`config.mk`:
```
export PLATFORM = sky130hd
export DESIGN_NAME = dp_fx_sequencer
export DESIGN_NICKNAME = d
export VERILOG_FILES = /design/src/rtl/dp_fx_sequencer.sv
export SDC_FILE = /design/constraint.sdc
export NUM_CORES = 1
export LEC_CHECK = 0
export CAP_MARGIN = 15
export CORE_MARGIN = 2
export CORE_UTILIZATION = 55
export DETAILED_ROUTE_END_ITERATION = 6
export PLACE_DENSITY = 0.87
export SYNTH_ARGS = -nofsm -noshare
export SYNTH_HDL_FRONTEND = slang
export SYNTH_SLANG_ARGS = --single-unit
```
`constraint.sdc`:
```
create_clock -name clk_i -period 2.4 [get_ports clk_i]
set_input_delay 0.36 -clock clk_i [delete_from_list [all_inputs] [get_ports clk_i]]
set_output_delay 0.36 -clock clk_i [all_outputs]
set_load 0.05 [all_outputs]
```
`src/rtl/dp_fx_sequencer.sv`:
```
// Audio effects datapath sequencer: main read, enabled taps in order,
// transfer-ready strobe with address advance, then MCU SPI wait with timeout.
module dp_fx_sequencer #(
  parameter int NUM_FX  = 2,
  parameter int ADDR_W  = 12,
  parameter int DEPTH   = 4096,
  parameter int SPI_TMO = 255
) (
  input  logic              clk_i,
  input  logic              reset_i,
  input  logic              start_i,
  input  logic              transmit_i,
  input  logic [NUM_FX-1:0] fx_en_i,
  output logic              main_read_o,
  output logic [NUM_FX-1:0] fx_read_o,
  output logic              tfr_ready_o,
  output logic              inc_adr_o,
  output logic [ADDR_W-1:0] rd_adr_o,
  output logic              wrap_o,
  output logic              busy_o,
  output logic              timeout_err_o
);

  localparam int IDX_W = (NUM_FX > 1) ? $clog2(NUM_FX) : 1;
  localparam int CNT_W = $clog2(SPI_TMO + 1);

  typedef enum logic [2:0] {
    IDLE,
    READ_MAIN,
    READ_FX,
    READY,
    MCU_SPI
  } state_t;

  state_t            state_q;
  logic [NUM_FX-1:0] fx_q;
  logic [NUM_FX-1:0] fx_d;
  logic [IDX_W-1:0]  idx_q;
  logic [ADDR_W-1:0] adr_q;
  logic [ADDR_W-1:0] adr_d;
  logic [CNT_W-1:0]  cnt_q;
  logic [CNT_W-1:0]  cnt_d;
  logic              adr_max;
  logic              wrap_q;
  logic              err_q;

  function automatic logic [IDX_W-1:0] lowest(
    input logic [NUM_FX-1:0] m
  );
    lowest = '0;
    for (int i = NUM_FX - 1; i >= 0; i--)
      if (m[i]) lowest = IDX_W'(i);
  endfunction

  // fx_q holds taps still pending; each visited tap is retired
  assign fx_d    = fx_q & ~(NUM_FX'(1) << idx_q);
  assign adr_max = (adr_q == ADDR_W'(DEPTH - 1));
  assign adr_d   = adr_max ? '0 : adr_q + 1'b1;
  assign cnt_d   = (cnt_q == CNT_W'(SPI_TMO)) ? cnt_q
                                              : cnt_q + 1'b1;

  always_ff @(posedge clk_i) begin
    if (!reset_i) begin
      state_q <= IDLE;
      fx_q    <= '0;
      idx_q   <= '0;
      adr_q   <= '0;
      cnt_q   <= '0;
      wrap_q  <= 1'b0;
      err_q   <= 1'b0;
    end else begin
      wrap_q <= 1'b0;
      unique case (state_q)
        IDLE: begin
          if (start_i) begin
            state_q <= READ_MAIN;
            fx_q    <= fx_en_i;
            err_q   <= 1'b0;
          end
        end
        READ_MAIN: begin
          if (|fx_q) begin
            state_q <= READ_FX;
            idx_q   <= lowest(fx_q);
          end else begin
            state_q <= READY;
          end
        end
        READ_FX: begin
          fx_q <= fx_d;
          if (|fx_d) idx_q <= lowest(fx_d);
          else       state_q <= READY;
        end
        READY: begin
          adr_q   <= adr_d;
          wrap_q  <= adr_max;
          cnt_q   <= '0;
          state_q <= MCU_SPI;
        end
        MCU_SPI: begin
          if (!transmit_i) begin
            state_q <= IDLE;
          end else begin
            cnt_q <= cnt_d;
            if (cnt_d == CNT_W'(SPI_TMO)) begin
              err_q   <= 1'b1;
              state_q <= IDLE;
            end
          end
        end
        default: state_q <= IDLE;
      endcase
    end
  end

  assign main_read_o   = (state_q == READ_MAIN);
  assign fx_read_o     = (state_q == READ_FX) ?
                         (NUM_FX'(1) << idx_q) : '0;
  assign tfr_ready_o   = (state_q == READY);
  assign inc_adr_o     = (state_q == READY);
  assign rd_adr_o      = adr_q;
  assign wrap_o        = wrap_q;
  assign busy_o        = (state_q != IDLE);
  assign timeout_err_o = err_q;

endmodule

```
==> PnR_summary.wiki, run 1 <==
{| class="wikitable"
! Metric !! Value
|-
| Buffer count from post-CTS setup fixing || 0
|-
| Share of Yosys cell area claimed by the top area cell type || 0.379
|-
| Worst Slack Setup Final || 0.0664 ns
|-
| Min Clock Period, post-route || ~2.3 ns
|-
| Horizontal extent of the die || 55.8 um
|-
| Maximum number of pins on one net before global-route repair || 17
|-
| Post-CTS sizing || 0
|-
| Remaining number of nets flagged by the antenna check after routing || 0
|-
| Clock Latency Late Sink || roughly 0.33 ns
|-
| Total via count in the routed design || 1,410
|-
| Wire length per cell || 15.3 um
|-
| Hold Buf Count CTS || 0
|-
| Maximum single-stage delay on the critical path || 0.80 ns
|-
| Worst slew margin relative to its limit || 0.652
|-
| I/O Buffers || 25
|-
| Placement row count || 18
|-
| Hold Slack || 0.516 ns
|-
| Leading area contributor after synthesis || sky130_fd_sc_hd__dfxtp_1
|-
| Standard cell area after detailed placement || 1750 sq um
|-
| Htree depth || 1
|-
| Number of detailed-route iterations in the first pass || 4
|-
| Count of final setup violators || 0
|-
| Worst-Margin Slew || 0.520 ns
|-
| Number of buffers inserted during clock tree synthesis || 3
|-
| Total nets after synthesis || 186
|-
| Master cell of the clock root buffer || sky130_fd_sc_hd__clkbuf_4
|-
| Antenna diode count || 0
|-
| Routability congestion estimate from global placement || 0.876
|-
| Part of the cycle the worst path needs || 0.972
|-
| Critical path class || flip-flop to primary output
|-
| Fill cell instance count of the final layout || ~200
|-
| Total placed cells including tap cells || 226
|-
| Final HPWL from detailed placement || 2.56 mm
|-
| Finished layout cell area || 1800 sq um
|-
| Count of state elements after synthesis || 28
|-
| Area of the mapped netlist || 1480 sq um
|-
| Gate count after technology mapping || 178
|-
| Result of the run || finished clean
|-
| EDFF count, synth || 0
|-
| Dpl ws || 0.375 ns
|-
| Post-Syn Area per Cell || 8.30 sq um
|-
| Number of warnings reported in the yosys synthesis log || 0
|-
| Worst hold-check path type || flip-flop to flip-flop
|-
| Layout overhead on the synthesized area || 22.0%
|-
| Critical path endpoint category || primary output
|-
| Leakage || between 0.5 and 0.6 nW
|-
| Number of antenna violations at the first check in global routing || 0
|-
| DRC viols || 0
|-
| Aggregate global-route resource usage || 0.228
|-
| Max-Cap Viols || 0
|-
| Final WL || 3.52 mm
|-
| Worst reg2reg endpoint || rd_adr_o[8]
|-
| Worst supply voltage drop on vdd || 601 uV
|-
| Sink Count || 28
|-
| Starting utilization of the core area || 0.586
|-
| Endpoint of the worst hold path || rd_adr_o[1]
|-
| Post-layout net count || 209
|-
| Clock tree from TritonCTS || built
|-
| Sum of negative setup slack || 0 ns
|-
| F_max || ~430 MHz
|-
| Via density || 6.13
|-
| Library cells used by synthesis || 50
|-
| Cells on Worst Hold Path || 2
|-
| Commonest register cell after synthesis || sky130_fd_sc_hd__dfxtp_1
|-
| Longest Clk Path Bufs || 2
|-
| Dominant cells by area after synthesis || sky130_fd_sc_hd__dfxtp_1 38%, sky130_fd_sc_hd__a21oi_1 5.1%, sky130_fd_sc_hd__nor2_1 4.6%
|-
| Final-report hold violation count || 0
|-
| Non-filler instance count after layout || 230
|-
| Final core occ || 0.715
|-
| I/O pin count || 26
|-
| HP Start || rd_adr_o[1]
|-
| Pwr Density || 630 nW/um^2
|-
| Aggregate global routing overflow || 0
|-
| Ratio of cells with drive above 1 in the final layout || 0.110
|-
| DRT iter0 DRCs || 53
|-
| Sequential element share of the synthesized area || 0.379
|-
| Worst-path fanout max || 13
|-
| RSZ-0062 raised after global routing || no
|-
| Most common cell in the synthesized netlist || sky130_fd_sc_hd__dfxtp_1
|-
| Die height || 55.8 um
|-
| Worst Skew || 0.0115 ns
|-
| Critical Path Source || state_q[1]
|-
| Area used by multi-input combinational logic || ~850 sq um
|-
| Signal arrival time at the worst endpoint || 1.97 ns
|-
| Critical path cell sequence || and3_1, clkdlybuf4s50_1
|-
| Kind of launch point of the worst setup path || flip-flop
|-
| Top cells by instance count after synthesis || 28 x sky130_fd_sc_hd__dfxtp_1, 18 x sky130_fd_sc_hd__nor2_1, 15 x sky130_fd_sc_hd__a21oi_1
|-
| Total power after layout || 1.14 mW
|-
| Number of global-route vias before repair || 1,297
|-
| Worst R2R Start || state_q[1]
|-
| Worst r2r path cells || 5
|-
| Wire length of the first global-routing pass || 5.83 mm
|-
| Core region area || roughly 2500 sq um
|-
| Critical-path top delay cell || sky130_fd_sc_hd__clkdlybuf4s50_1
|-
| Number of pins exceeding their max-slew limit in the final report || 0
|-
| Clock-pin slew of the registers on the worst-case setup and hold paths || 0.16 ns
|-
| Required arrival time at the worst endpoint || about 2.0 ns
|-
| Reg2reg setup slack || around 0.32 ns
|-
| Area of all sequential standard cells || between 500 and 600 sq um
|-
| Total Die Area || 3120 sq um
|-
| Share of flip-flops with an asynchronous set or reset after synthesis || 0
|}
-- layer usage --
metal,global-route usage,up-vias,part of all wire
met5,0,-,0
met4,0.0680,0,0.0080
met3,0.0372,6,0.041
met2,0.393,34,0.47
met1,0.293,674,0.48
li1,-,696,-
-- flip-flops by register name (all words and copies together) (netlist names) --
name	cells
rd_adr_o	12
cnt_q	8
state_q	3
wrap_o	1
fx_q	2
timeout_err_o	1
idx_q	1
-- where the power goes --
group,switching [mW],internal (mW)
Sequential,0.0449,0.486
Combinational,0.171,0.119
Clock,0.144,0.169
-- cell families after synthesis --
family | count (synthesis) | share of synthesized area
adders and majority gates | 2 | 0.0169
muxes | 3 | 0.0212
and+or+nand+nor | 79 | 0.297
buffers and inverters | 15 | 0.0466
xor gates and xnor gates | 9 | 0.0533
AOI/OAI and AO/OA | 42 | 0.185
DFF | 28 | 0.379
-- worst max-delay path: cells and delay by family, from the launching register on --
family                 cells  cell delay, ns
flip-flops                 1            0.60
buffers and inverters      1            0.80
AND/OR/NAND/NOR            1            0.25
-- how the worst max path moves through the flow --
stage / endpoint / slack [ns] / depth (start not counted)
6_report: fx_read_o[1] / 0.07 / 2
5_1_grt: fx_read_o[1] / 0.004 / 2
4_1_cts: main_read_o / 0.06 / 2
3_5_place_dp: rd_adr_o[8] / 0.37 / 5
3_3_place_gp: main_read_o / 0.49 / 2
2_1_floorplan: fx_q[1] / 0.33 / 5
-- cells in the final DEF, fill, tap and decap left out, drive strengths merged, types with 2 or more instances in the layout --
cell type       n
a21oi          16
and3            2
buf             6
clkbuf          3
clkdlybuf4s50  21
dfxtp          28
ha              2
inv             4
mux2i           2
nand2          12
nand2b          2
nand3           8
nand3b          2
nand4           7
nor2           18
nor3            8
nor3b           2
nor4            3
nor4b           2
o21ai          12
o221a           2
o31ai           5
or3             4
or4             3
xnor2           6
xor2            3
-- cell type report --
class,count,share of cell area
inverters,5,0.0104
repair buffers,28,0.155
flip-flops and latches,28,0.311
clock inverters,1,0.0167
well taps,30,0.0208
multi-input cells,135,0.473
clock buffers,3,0.0125
(Power assumes the default switching activity.)
==> run 2, diff against run 1 <==
--- a/config.mk
+++ b/config.mk
@@ -10,6 +10,7 @@
 export CORE_UTILIZATION = 55
 export DETAILED_ROUTE_END_ITERATION = 6
 export PLACE_DENSITY = 0.87
+export REMOVE_ABC_BUFFERS = 1
 export SYNTH_ARGS = -nofsm -noshare
 export SYNTH_HDL_FRONTEND = slang
 export SYNTH_SLANG_ARGS = --single-unit
==> run 2 against run 1 <==
Count of clock-buffer cells in the layout unchanged. Setup slack improved by 0.034 ns. Critical path type unchanged. First-iteration DRC count decreased by 21%.
==> PnR_summary.wiki, run 2 (synthesized netlist as in run 1, its figures left out) <==
{| class="wikitable"
! Metric !! Value
|-
| Result of the run || finished clean
|-
| Wire length of the first global-routing pass || 5.35 mm
|-
| Net Sw Frac || 0.311
|-
| Pwr Density || 623 nW/um^2
|-
| Number of antenna violations at the first check in global routing || 0
|-
| Signal arrival time at the worst endpoint || 1.94 ns
|-
| Number of buffers inserted during clock tree synthesis || 3
|-
| Clock tree from TritonCTS || built
|-
| Final HPWL from detailed placement || approximately 2.4 mm
|-
| Net switching power of the design || 348 uW
|-
| DRC viols || 0
|-
| Antenna diode count || 0
|-
| Ratio of cells with drive above 1 in the final layout || 0.105
|-
| I/O Buffers || 25
|-
| Kind of launch point of the worst setup path || flip-flop
|-
| RSZ-0062 raised after global routing || no
|-
| Wire length per cell || between 10 and 15 um
|-
| Post-CTS sizing || 1
|-
| Htree depth || 1
|-
| Worst-path fanout max || 13
|-
| Remaining number of nets flagged by the antenna check after routing || 0
|-
| Post-layout net count || 209
|-
| Min Clock Period, post-route || 2.30 ns
|-
| Aggregate global-route resource usage || 0.210
|-
| Worst slew margin relative to its limit || 0.652
|-
| Max-Cap Viols || 0
|-
| Buffer count from post-CTS setup fixing || 0
|-
| Fill cell instance count of the final layout || approximately 210
|-
| Buffers and inverters on the worst path || 1
|-
| Clock-pin slew of the registers on the worst-case setup and hold paths || 0.15 ns
|-
| Layout overhead on the synthesized area || 21.4%
|-
| Dpl ws || between 0.3 and 0.4 ns
|-
| Placement row count || 18
|-
| Routability congestion estimate from global placement || 0.891
|-
| CP top delay family || buffers and inverters
|-
| Reg2reg setup slack || 0.38 ns
|-
| Worst Slack Setup Final || 0.100 ns
|-
| I/O pin count || 26
|-
| Via density || 6.10
|-
| Horizontal extent of the die || about 56 um
|-
| Final-report hold violation count || 0
|-
| Sum of negative setup slack || 0 ns
|-
| Power share of the clock group || 0.275
|-
| Critical path endpoint category || primary output
|-
| Maximum single-stage delay on the critical path || slightly above 0.8 ns
|-
| Critical Path Source || state_q[1]
|-
| Number of pins exceeding their max-slew limit in the final report || 0
|-
| Internal power summed over all cells || 770 uW
|-
| Critical path class || flip-flop to primary output
|-
| Count of final setup violators || 0
|-
| Worst hold-check path type || flip-flop to flip-flop
|-
| Part of the cycle the worst path needs || 0.958
|-
| DRT iter0 DRCs || 42
|-
| Critical-path top delay cell || sky130_fd_sc_hd__clkdlybuf4s50_1
|-
| Comb power frac || 0.252
|-
| Worst reg2reg endpoint || rd_adr_o[8]
|-
| Maximum number of pins on one net before global-route repair || 17
|-
| Critical path cell sequence || and3_1, clkdlybuf4s50_1
|-
| Master cell of the clock root buffer || sky130_fd_sc_hd__clkbuf_4
|-
| Leakage || 0.583 nW
|-
| Area of all sequential standard cells || around 560 sq um
|-
| Die height || 55.8 um
|-
| Final WL || 3.29 mm
|-
| Worst r2r path cells || 5
|-
| Total stage count of the critical path || 2
|-
| F_max || 435 MHz
|-
| Total Die Area || 3120 sq um
|-
| Sequential power share || 0.473
|-
| Number of detailed-route iterations in the first pass || 4
|-
| Worst Skew || 0.00652 ns
|-
| Worst R2R Start || state_q[1]
|-
| Sink Count || 28
|-
| Number of flip-flops under the largest register name || 12
|-
| Total via count in the routed design || between 1,000 and 1,500
|-
| Longest Clk Path Bufs || 2
|-
| Core region area || 2520 sq um
|-
| Required arrival time at the worst endpoint || 2.04 ns
|-
| Endpoint of the worst setup timing path || fx_read_o[1]
|-
| Worst supply voltage drop on vdd || 556 uV
|-
| Hold Slack || approximately 0.5 ns
|-
| Aggregate global routing overflow || 0
|-
| Hold Buf Count CTS || 0
|-
| Clock Latency Late Sink || ~0.32 ns
|-
| Most common cell after layout, fill and taps aside || sky130_fd_sc_hd__dfxtp_1
|-
| Area used by multi-input combinational logic || between 800 and 900 sq um
|-
| Worst-Margin Slew || 0.521 ns
|-
| Starting utilization of the core area || 0.586
|-
| Final core occ || 0.711
|-
| Commonest cells after routing, fill and taps aside || 28 x sky130_fd_sc_hd__dfxtp_1, 21 x sky130_fd_sc_hd__clkdlybuf4s50_1, 18 x sky130_fd_sc_hd__nor2_1, 15 x sky130_fd_sc_hd__a21oi_1
|-
| Number of global-route vias before repair || 1,304
|}
==> run 2: cell type report <==
| class | count | area share |
|---|---|---|
| Inverter | 5 | 0.0105 |
| Timing Repair Buffer | 28 | 0.154 |
| Multi-Input combinational cell | 135 | 0.473 |
| Tap cell | 30 | 0.0209 |
| Clock buffer | 3 | 0.0126 |
| Sequential cell | 28 | 0.312 |
| Clock inverter | 1 | 0.0167 |
==> run 2: how the worst min path moves through the flow <==
stage | startpoint | end | slack [ns] | cells after the start
6_report | timeout_err_o | timeout_err_o | 0.51 | 1
5_1_grt | timeout_err_o | timeout_err_o | 0.55 | 1
4_1_cts | timeout_err_o | timeout_err_o | 0.51 | 1
3_5_place_dp | timeout_err_o | timeout_err_o | 0.47 | 1
3_3_place_gp | timeout_err_o | timeout_err_o | 0.46 | 1
2_1_floorplan | fx_q[0] | fx_q[0] | 0.48 | 2
==> run 2: routing by layer <==
layer	wire (um)	part of all wire	track usage
met4	40	0.012	0.0816
met5	0	0	0
met1	1510	0.46	0.256
met2	1610	0.49	0.362
met3	122	0.037	0.0419
==> run 2: stage by stage <==
stage	power [mW]	cell area, sq um	std cells
after CTS	1.12	1790	230
after global placement	0.815	1740	226
after global routing	1.16	1790	230
after detailed placement	0.823	1740	226
final	1.12	1790	230
after floorplan	0.719	1430	168
==> run 2: power by group through the flow <==
stage | clock, mW | combinational, mW | sequential [mW]
2_1_floorplan | 0 | 0.182 | 0.538
3_3_place_gp | 0 | 0.281 | 0.534
3_5_place_dp | 0 | 0.285 | 0.538
4_1_cts | 0.314 | 0.282 | 0.528
5_1_grt | 0.326 | 0.301 | 0.534
6_report | 0.307 | 0.282 | 0.529
==> run 2: worst register-to-register path, stage by stage (launching register included) <==
cell and delay (ns):
sky130_fd_sc_hd__dfxtp_1 0.57, sky130_fd_sc_hd__nand3b_1 0.32, sky130_fd_sc_hd__inv_2 0.22, sky130_fd_sc_hd__nand3_1 0.23
sky130_fd_sc_hd__or3_2 0.47, sky130_fd_sc_hd__a21oi_1 0.15
